--- config.mk ---
export PLATFORM = sky130hd
export DESIGN_NAME = spi_wb_sequencer
export DESIGN_NICKNAME = d
export VERILOG_FILES = /design/src/rtl/spi_wb_sequencer.sv
export SDC_FILE = /design/constraint.sdc
export NUM_CORES = 1
export LEC_CHECK = 0
export CORE_MARGIN = 8
export CORE_UTILIZATION = 55
export CTS_BUF_LIST = sky130_fd_sc_hd__clkbuf_2
export CTS_CLUSTER_DIAMETER = 200
export DETAILED_ROUTE_END_ITERATION = 10
export GPL_TIMING_DRIVEN = 0
export PLACE_DENSITY_LB_ADDON = 0.08
export SYNTH_ARGS = -nofsm -noshare
export SYNTH_HDL_FRONTEND = slang
export SYNTH_SLANG_ARGS = --single-unit
--- constraint.sdc ---
create_clock -name wb_clk_i -period 4.4 [get_ports wb_clk_i]
set_input_delay 0.44 -clock wb_clk_i [delete_from_list [all_inputs] [get_ports wb_clk_i]]
set_output_delay 0.44 -clock wb_clk_i [all_outputs]
set_load 0.02 [all_outputs]
--- src/rtl/spi_wb_sequencer.sv ---
// Wishbone master that runs the SS/TX/CTRL/poll/RX register sequence on an SPI master core
// for each valid/ready command. Define SPI_SEQ_IRQ_EN to wait on spi_int_i instead of polling CTRL.
module spi_wb_sequencer #(
  parameter logic [31:0] DIVIDER  = 32'd4,
  parameter int          POLL_GAP = 4,
  parameter int          ACK_TO   = 16
) (
  input  logic        wb_clk_i,
  input  logic        wb_rst_ni,
  input  logic        cmd_valid_i,
  output logic        cmd_ready_o,
  input  logic [31:0] cmd_data_i,
  input  logic [4:0]  cmd_len_i,
  input  logic [31:0] cmd_ss_i,
  input  logic [3:0]  cmd_mode_i,
  output logic        rsp_valid_o,
  input  logic        rsp_ready_i,
  output logic [31:0] rsp_data_o,
  output logic        rsp_err_o,
  output logic        busy_o,
  output logic [4:0]  wbm_adr_o,
  output logic [31:0] wbm_dat_o,
  input  logic [31:0] wbm_dat_i,
  output logic [3:0]  wbm_sel_o,
  output logic        wbm_we_o,
  output logic        wbm_stb_o,
  output logic        wbm_cyc_o,
  input  logic        wbm_ack_i,
  input  logic        spi_int_i
);

  localparam logic [4:0] ADR_TXRX = 5'h00;
  localparam logic [4:0] ADR_CTRL = 5'h10;
  localparam logic [4:0] ADR_DIV  = 5'h14;
  localparam logic [4:0] ADR_SS   = 5'h18;

  typedef enum logic [2:0] {INIT, IDLE, WR_SS, WR_TX, WR_GO, WAIT, RD_RX, RSP} state_t;

  state_t      state;
  logic [31:0] data_q;
  logic [31:0] ss_q;
  logic [4:0]  len_q;
  logic [3:0]  mode_q;
  logic [31:0] to_cnt;
  logic        init_abort;
  logic        ie;

  logic [4:0]  acc_adr;
  logic [31:0] acc_dat;
  logic [3:0]  acc_sel;
  logic        acc_we;

`ifdef SPI_SEQ_IRQ_EN
  assign ie = 1'b1;
`else
  logic [31:0] gap_cnt;
  logic        unused_spi_int;
  assign ie = 1'b0;
  assign unused_spi_int = spi_int_i;
`endif

  // Bus access that the current state would issue; CTRL is only ever touched on its low two bytes.
  always_comb begin
    acc_adr = ADR_TXRX;
    acc_dat = '0;
    acc_sel = 4'b1111;
    acc_we  = 1'b1;
    case (state)
      INIT: begin
        acc_adr = ADR_DIV;
        acc_dat = DIVIDER;
      end
      WR_SS: begin
        acc_adr = ADR_SS;
        acc_dat = ss_q;
      end
      WR_TX: acc_dat = data_q;
      WR_GO: begin
        acc_adr = ADR_CTRL;
        acc_sel = 4'b0011;
        acc_dat = {18'b0, mode_q[3], ie, mode_q[2], mode_q[1], mode_q[0],
                   1'b1, 1'b0, 2'b00, len_q};
      end
      WAIT: begin
        acc_adr = ADR_CTRL;
        acc_sel = 4'b0011;
        acc_we  = 1'b0;
      end
      RD_RX: acc_we = 1'b0;
      default: ;
    endcase
  end

  always_ff @(posedge wb_clk_i or negedge wb_rst_ni) begin
    if (!wb_rst_ni) begin
      state       <= INIT;
      cmd_ready_o <= 1'b0;
      rsp_valid_o <= 1'b0;
      rsp_data_o  <= '0;
      rsp_err_o   <= 1'b0;
      busy_o      <= 1'b0;
      wbm_adr_o   <= '0;
      wbm_dat_o   <= '0;
      wbm_sel_o   <= '0;
      wbm_we_o    <= 1'b0;
      wbm_stb_o   <= 1'b0;
      wbm_cyc_o   <= 1'b0;
      data_q      <= '0;
      ss_q        <= '0;
      len_q       <= '0;
      mode_q      <= '0;
      to_cnt      <= '0;
      init_abort  <= 1'b0;
`ifndef SPI_SEQ_IRQ_EN
      gap_cnt     <= '0;
`endif
    end else if (wbm_cyc_o) begin
      // Cycle in flight: finish on ack, or abandon it once the ack budget runs out.
      if (wbm_ack_i) begin
        wbm_cyc_o <= 1'b0;
        wbm_stb_o <= 1'b0;
        case (state)
          INIT: begin
            state       <= IDLE;
            cmd_ready_o <= 1'b1;
            busy_o      <= 1'b0;
          end
          WR_SS: state <= WR_TX;
          WR_TX: state <= WR_GO;
          WR_GO: state <= WAIT;
`ifndef SPI_SEQ_IRQ_EN
          WAIT: if (!wbm_dat_i[8]) state <= RD_RX;
`endif
          RD_RX: begin
            rsp_data_o  <= wbm_dat_i;
            rsp_err_o   <= 1'b0;
            rsp_valid_o <= 1'b1;
            state       <= RSP;
          end
          default: ;
        endcase
      end else if ((ACK_TO != 0) && (to_cnt == 32'(ACK_TO - 1))) begin
        wbm_cyc_o   <= 1'b0;
        wbm_stb_o   <= 1'b0;
        rsp_err_o   <= 1'b1;
        rsp_data_o  <= '0;
        rsp_valid_o <= 1'b1;
        init_abort  <= (state == INIT);
        busy_o      <= 1'b1;
        state       <= RSP;
      end else begin
        to_cnt <= to_cnt + 32'd1;
      end
    end else begin
      case (state)
        IDLE: begin
          if (cmd_valid_i) begin
            data_q      <= cmd_data_i;
            ss_q        <= cmd_ss_i;
            len_q       <= cmd_len_i;
            mode_q      <= cmd_mode_i;
            cmd_ready_o <= 1'b0;
            busy_o      <= 1'b1;
            state       <= WR_SS;
          end
        end
        WAIT: begin
`ifdef SPI_SEQ_IRQ_EN
          if (spi_int_i) state <= RD_RX;
`else
          if (gap_cnt == 32'(POLL_GAP)) begin
            gap_cnt   <= '0;
            to_cnt    <= '0;
            wbm_cyc_o <= 1'b1;
            wbm_stb_o <= 1'b1;
            wbm_adr_o <= acc_adr;
            wbm_dat_o <= acc_dat;
            wbm_sel_o <= acc_sel;
            wbm_we_o  <= acc_we;
          end else begin
            gap_cnt <= gap_cnt + 32'd1;
          end
`endif
        end
        RSP: begin
          // An aborted DIVIDER write must be retried, so that error returns to INIT.
          if (rsp_ready_i) begin
            rsp_valid_o <= 1'b0;
            rsp_err_o   <= 1'b0;
            if (init_abort) begin
              init_abort <= 1'b0;
              state      <= INIT;
            end else begin
              cmd_ready_o <= 1'b1;
              busy_o      <= 1'b0;
              state       <= IDLE;
            end
          end
        end
        default: begin
          busy_o    <= 1'b1;
          to_cnt    <= '0;
          wbm_cyc_o <= 1'b1;
          wbm_stb_o <= 1'b1;
          wbm_adr_o <= acc_adr;
          wbm_dat_o <= acc_dat;
          wbm_sel_o <= acc_sel;
          wbm_we_o  <= acc_we;
        end
      endcase
    end
  end

endmodule
==> results.sh, run 1 <==
export IMPL_outcome="complete, no violations"
export IMPL_ys_ff_latch=217
export IMPL_grt_pass1_wl_mm=41.54
export IMPL_r2r_setup_slack_ns=1.65
export IMPL_final_common_cell="dfrtp_1"
export IMPL_seqCellArea_um2=5430
export IMPL_wirelength_mm=25.59
export IMPL_seq_area_frac_synth_pct=53.59
export IMPL_drive_above_1_share_pct=17.69
export IMPL_clock_skew_ns=0.03891
export IMPL_finalNetCount=1273
export IMPL_synthCells=913
export IMPL_portBuffers=187
export IMPL_p_leak_nw=6.090
export IMPL_power_frac_seq_pct=40.9
export IMPL_fp_dieW_um=151.7
export IMPL_antenna_found_initial=4
export IMPL_p_total_w=0.007364
export IMPL_clk_latency_ns=0.82
export IMPL_crit_type="flip-flop to flip-flop"
export IMPL_critPathLaunchType="flip-flop"
export IMPL_start_util_pct=56.22
export IMPL_path_clk_slew_ns=0.11
export IMPL_hold_viol=0
export IMPL_hold_class="input port to flip-flop"
export IMPL_path_max_fanout=10
export IMPL_grt_start_max_net_pins=119
export IMPL_synth_warnings=0
export IMPL_synth_async_reset_ratio_pct=100.0
export IMPL_period_share_pct=62.60
export IMPL_grt_ovfl_total=0
export IMPL_p_int_w=0.004593
export IMPL_crit_path_end_kind="flip-flop"
export IMPL_grt_usage_pct=22.64
export IMPL_peakVddDrop_uv=422.5
export IMPL_tritoncts="yes"
export IMPL_vias=7978
export IMPL_synth_distinct_cells=63
export IMPL_combPwrFrac_pct=41.8
export IMPL_grt_setup_unrepaired="false"
export IMPL_post_cts_buffers=0
export IMPL_core_area_um2=18020
export IMPL_synth_avg_cell_area_um2=11.10
export IMPL_drt_iter0_drc=388
export IMPL_cts_resized_gates=0
export IMPL_avgViaCountPerCell=5.606
export IMPL_synth_flop_cell="dfrtp_1"
export IMPL_slew_headroom_pct=38.88
export IMPL_ant_nets=0
export IMPL_first_pass_iters=5
export IMPL_area_delta_synth_final_pct=26.20
export IMPL_avgRoutedWirePerCell_um=17.98
export IMPL_drc=0
export IMPL_fin_crit_ns=2.755
export IMPL_dp_final_hpwl_mm=18.32
export IMPL_fmax_mhz=363.0
export IMPL_max_cap_viol_count=0
export IMPL_num_rows=49
export IMPL_setup_violations=0
export IMPL_boundaryPins=191
export IMPL_swShare_pct=37.64
export IMPL_power_density_nw_per_um2=575.9
export IMPL_max_slew_worst_pin_slew_ns=0.9085
export IMPL_worstPathRequired_ns=5.08
export IMPL_cts_sinks=217
export IMPL_slew_viol_final=0
export IMPL_die_y_um=151.7
export IMPL_htree_num_levels=2
export IMPL_grt_pass1_vias=8209
export IMPL_p_clk_share_pct=17.3
export IMPL_cts_root_buf="clkbuf_2"
export IMPL_fillCellCount=1378
export IMPL_cts_buffers=54
export IMPL_p_sw_w=0.002772
export IMPL_final_cell_mix="dfrtp_1 (217), clkdlybuf4s50_1 (186), mux2_2 (100), clkbuf_2 (80), nand2_1 (75)"
export IMPL_final_util_pct=70.95
export IMPL_place_gp_congestion=0.8885
export IMPL_synth_edff_count=0
export IMPL_ctsLongestPathBuffers=3
export IMPL_multi_input_area_um2=4247
export IMPL_die_area_um2=23020
export IMPL_syn_cell_area_um2=10130
export IMPL_arrival_ns=3.44
synthesized netlist by cell type (8+ instances only):
library cell	count	area share [%]
nor2_1	38	1.4
mux2i_1	35	3.5
or3_1	8	0.49
a211o_1	12	1.0
inv_1	46	1.7
nor4_1	18	1.1
a22oi_1	9	0.67
a22o_1	29	2.5
dfrtp_1	217	54
clkbuf_1	39	1.4
nand2_1	75	2.8
o21ai_0	39	1.9
nor3_1	24	1.2
nand4_1	21	1.3
a21oi_1	25	1.2
mux2_2	100	11
and3_1	23	1.4
xnor2_1	22	1.9
nand3_1	33	1.6
cell families after synthesis:
| logic type | count (synthesis) | synth area share (%) |
|---|---|---|
| other cells | 1 | 0.03701 |
| compound gates | 154 | 10.79 |
| fa+ha+maj | 3 | 0.3705 |
| buf+inv | 104 | 4.544 |
| flops | 217 | 53.59 |
| mux | 135 | 14.57 |
| xor+xnor | 28 | 2.420 |
| simple gates | 271 | 13.68 |
state kept, by name, indices dropped and copies added, names as in the netlist, 2 cells and up:
name / count
rsp_data_o: 32
wbm_sel_o: 2
gap_cnt: 32
mode_q: 4
to_cnt: 32
data_q: 32
len_q: 5
wbm_adr_o: 3
state: 3
wbm_dat_o: 32
ss_q: 32
layer usage:
layer,routed length (um),track usage [%],vias up
met5,33,0,-
met4,627,8.623,6
met3,1947,7.277,52
met2,12590,36.35,258
met1,10400,28.05,3886
li1,-,-,3776
per-stage QoR:
stage / setup slack, ns / std cells / TNS, ns / instance area [um2] / hold slack [ns]
2_1_floorplan: 2.000 / 914 / 0 / 10140 / 0.1444
3_3_place_gp: -6.393 / 1330 / -1383.41 / 12300 / 0.4657
3_5_place_dp: 1.611 / 1331 / 0 / 12330 / 0.4626
4_1_cts: 1.606 / 1422 / 0 / 12790 / 0.1072
5_1_grt: 1.385 / 1423 / 0 / 12790 / 0.1058
6_report: 1.645 / 1423 / 0 / 12790 / 0.1711
critical path, stage by stage (launching register included):
cell	delay, ns
dfrtp_1	0.36
clkbuf_1	0.30
inv_1	0.10
clkbuf_1	0.27
nand4_1	0.22
clkbuf_1	0.44
clkbuf_1	0.54
mux2_2	0.41
cell type report:
type | count | share of cell area, %
antenna | 1 | 0.01957
buffer | 57 | 2.221
clock buffer | 80 | 3.131
clock inverter | 10 | 0.3718
inverter | 47 | 1.380
multi-input combinational | 593 | 33.21
sequential | 217 | 42.46
tap | 229 | 2.240
timing repair buffer | 189 | 14.97
power groups by stage:
stage / registers, W / clock network, W / logic (W)
after floorplan: 0.00329 / 0 / 0.00160
final: 0.00301 / 0.00127 / 0.00308
after global placement: 0.00303 / 0 / 0.00305
after CTS: 0.00301 / 0.00132 / 0.00312
after detailed placement: 0.00304 / 0 / 0.00310
after global routing: 0.00308 / 0.00142 / 0.00336
final timing paths:
| check | from | depth (start not counted) | endpoint |
|---|---|---|---|
| setup / recovery | wbm_cyc_o$_DFF_PN0_ | 7 | ss_q[22]$_DFFE_PN0P_ |
| hold / removal | wbm_dat_i[9] | 3 | rsp_data_o[9]$_DFFE_PN0P_ |
| setup reg to reg | wbm_cyc_o$_DFF_PN0_ | 7 | ss_q[22]$_DFFE_PN0P_ |
| hold reg to reg | gap_cnt[31]$_DFFE_PN0P_ | 1 | gap_cnt[31]$_DFFE_PN0P_ |
| max in group asynchronous | wb_rst_ni | 3 | rsp_data_o[14]$_DFFE_PN0P_ |
| min in group asynchronous | wb_rst_ni | 2 | data_q[10]$_DFFE_PN0P_ |
what timing repair did:
item / in CTS / in global routing
hold buffers: 1 / 0
endpoints found under the hold margin: 99 / 0
setup endpoints to repair: 0 / 0
Power figures use the tool's default switching activity.
==> inputs of run 2 (changes only) <==
CORE_UTILIZATION = 54   (was 55)
clock period = 2.65 ns   (was 4.4 ns; I/O delays follow)
==> results.sh, run 2 (synthesis gave the netlist of run 1 again) <==
export IMPL_outcome="complete, no violations"
export IMPL_crit_type="flip-flop to flip-flop"
export IMPL_grt_pass1_wl_mm=45.82
export IMPL_dp_cells=1337
export IMPL_final_cell_mix="dfrtp_1 (215), clkdlybuf4s50_1 (186), mux2_2 (100), dlygate4sd3_1 (83), clkbuf_2 (82)"
export IMPL_place_gp_congestion=0.8967
export IMPL_dp_final_hpwl_mm=18.70
export IMPL_avgRoutedWirePerCell_um=18.73
export IMPL_finalSetupTns_ns=0
export IMPL_final_cells=1507
export IMPL_htree_num_levels=2
export IMPL_num_rows=50
export IMPL_first_pass_iters=5
export IMPL_p_total_w=0.01247
export IMPL_tritoncts="yes"
export IMPL_place_area_um2=12360
export IMPL_cts_buffers=55
export IMPL_max_slew_worst_pin_slew_ns=0.9329
export IMPL_drt_iter0_drc=383
export IMPL_ant_nets=0
export IMPL_hold_path_depth=2
export IMPL_crit_path_end_kind="flip-flop"
export IMPL_grt_start_max_net_pins=93
export IMPL_avgViaCountPerCell=5.567
export IMPL_rr_endpoint="rsp_data_o[2]$_DFFE_PN0P_"
export IMPL_core_area_um2=18580
export IMPL_fillCellCount=1356
export IMPL_period_share_pct=97.99
export IMPL_crit_buf_inv=1
export IMPL_setup_violations=0
export IMPL_grt_ovfl_total=0
export IMPL_hp_start="cmd_data_i[11]"
export IMPL_path_clk_slew_ns=0.10
export IMPL_area_delta_synth_final_pct=35.67
export IMPL_grt_pass1_vias=8864
export IMPL_die_y_um=153.0
export IMPL_cp_cell_sequence="or4_1 > or4_4 > nor3_4 > o21ai_4 > buf_6 > mux2i_1"
export IMPL_clock_skew_ns=0.04917
export IMPL_min_to="data_q[11]$_DFFE_PN0P_"
export IMPL_grt_usage_pct=24.03
export IMPL_drc=0
export IMPL_path_max_fanout=10
export IMPL_vias=8389
export IMPL_fin_crit_ns=2.597
export IMPL_cp_slowest_cell="or4_4"
export IMPL_slew_headroom_pct=37.23
export IMPL_antenna_found_initial=2
export IMPL_fmax_mhz=385.1
export IMPL_arrival_ns=3.31
export IMPL_r2r_setup_slack_ns=0.05
export IMPL_finalNetCount=1363
export IMPL_cts_root_buf="clkbuf_2"
export IMPL_cpPeakStageDelay_ns=0.60
export IMPL_portBuffers=187
export IMPL_worst_r2r_path_depth=6
export IMPL_hold_worst_slack_ns=0.06662
export IMPL_max_cap_viol_count=0
export IMPL_worstPathRequired_ns=3.36
export IMPL_wirelength_mm=28.22
export IMPL_start_util_pct=54.54
export IMPL_stdcell_area_um2=13750
export IMPL_clk_latency_ns=0.84
export IMPL_p_leak_nw=6.503
export IMPL_hold_class="input port to flip-flop"
export IMPL_die_area_um2=23400
export IMPL_ctsLongestPathBuffers=3
export IMPL_cts_sinks=217
export IMPL_reg2reg_from="to_cnt[14]$_DFFE_PN0P_"
export IMPL_path_delay_family="simple AND/OR/NAND/NOR gates"
export IMPL_critPathLaunchType="flip-flop"
export IMPL_hold_viol=0
export IMPL_fp_dieW_um=153.0
export IMPL_peakVddDrop_uv=574.3
export IMPL_slew_viol_final=0
export IMPL_final_common_cell="dfrtp_1"
export IMPL_drive_above_1_share_pct=18.17
export IMPL_boundaryPins=191
export IMPL_power_density_nw_per_um2=907.0
-- run 2: what timing repair did --
action,CTS,global route
hold buffers,83,1
pin swaps,0,6
endpoints found under the hold margin,205,1
gates resized for setup,11,19
endpoints found under the setup margin,88,148
gates cloned,0,0
buffers inserted,0,8
-- run 2: cell type report --
type	instances	area, um2	area share, %
Timing Repair Buffer	281	2850	20.73
Sequential cell	217	5433	39.52
Clock buffer	75	375.4	2.730
Multi-Input combinational cell	593	4289	31.20
Buffer	54	304.0	2.212
Antenna cell	2	5.005	0.03640
Clock inverter	4	22.52	0.1638
Tap cell	234	292.8	2.130
Inverter	47	176.4	1.283
-- run 2: where the power goes --
part           internal [W]  switching, W
logic               0.00258       0.00280
clock network      0.000737       0.00130
registers           0.00439      0.000660
-- run 2: how the worst max path moves through the flow --
stage | start | endpoint | cells past startpoint
final | to_cnt[14]$_DFFE_PN0P_ | rsp_data_o[2]$_DFFE_PN0P_ | 6
after global routing | gap_cnt[0]$_DFFE_PN0P_ | to_cnt[15]$_DFFE_PN0P_ | 10
after CTS | to_cnt[15]$_DFFE_PN0P_ | to_cnt[25]$_DFFE_PN0P_ | 6
after detailed placement | gap_cnt[0]$_DFFE_PN0P_ | wbm_dat_o[25]$_DFFE_PN0P_ | 9
after global placement | wb_rst_ni | rsp_data_o[17]$_DFFE_PN0P_ | 1
after floorplan | to_cnt[15]$_DFFE_PN0P_ | to_cnt[21]$_DFFE_PN0P_ | 6
-- run 2: layer usage --
layer	wire [um]	track usage [%]	share of wire [%]	vias to the layer above
li1	-	-	-	3963
met1	11080	27.84	39	4086
met2	14120	40.68	50	271
met3	2081	7.274	7.4	69
met4	935	10.60	3.3	0
met5	0	0	0	-
-- run 2: worst register-to-register path: cells and delay by family (launching register included) --
family	cells	cell delay, ns
buf+inv	1	0.21
compound gates	1	0.15
flops	1	0.45
simple gates	3	1.50
mux	1	0.20
-- run 2: metrics by stage --
step | util (%) | worst slack (ns)
3_5_place_dp | 66.53 | -0.1472
3_3_place_gp | 66.21 | -8.065
2_1_floorplan | - | 0.2498
6_report | 73.99 | 0.05337
5_1_grt | 73.99 | -0.03242
4_1_cts | 73.37 | 0.001522
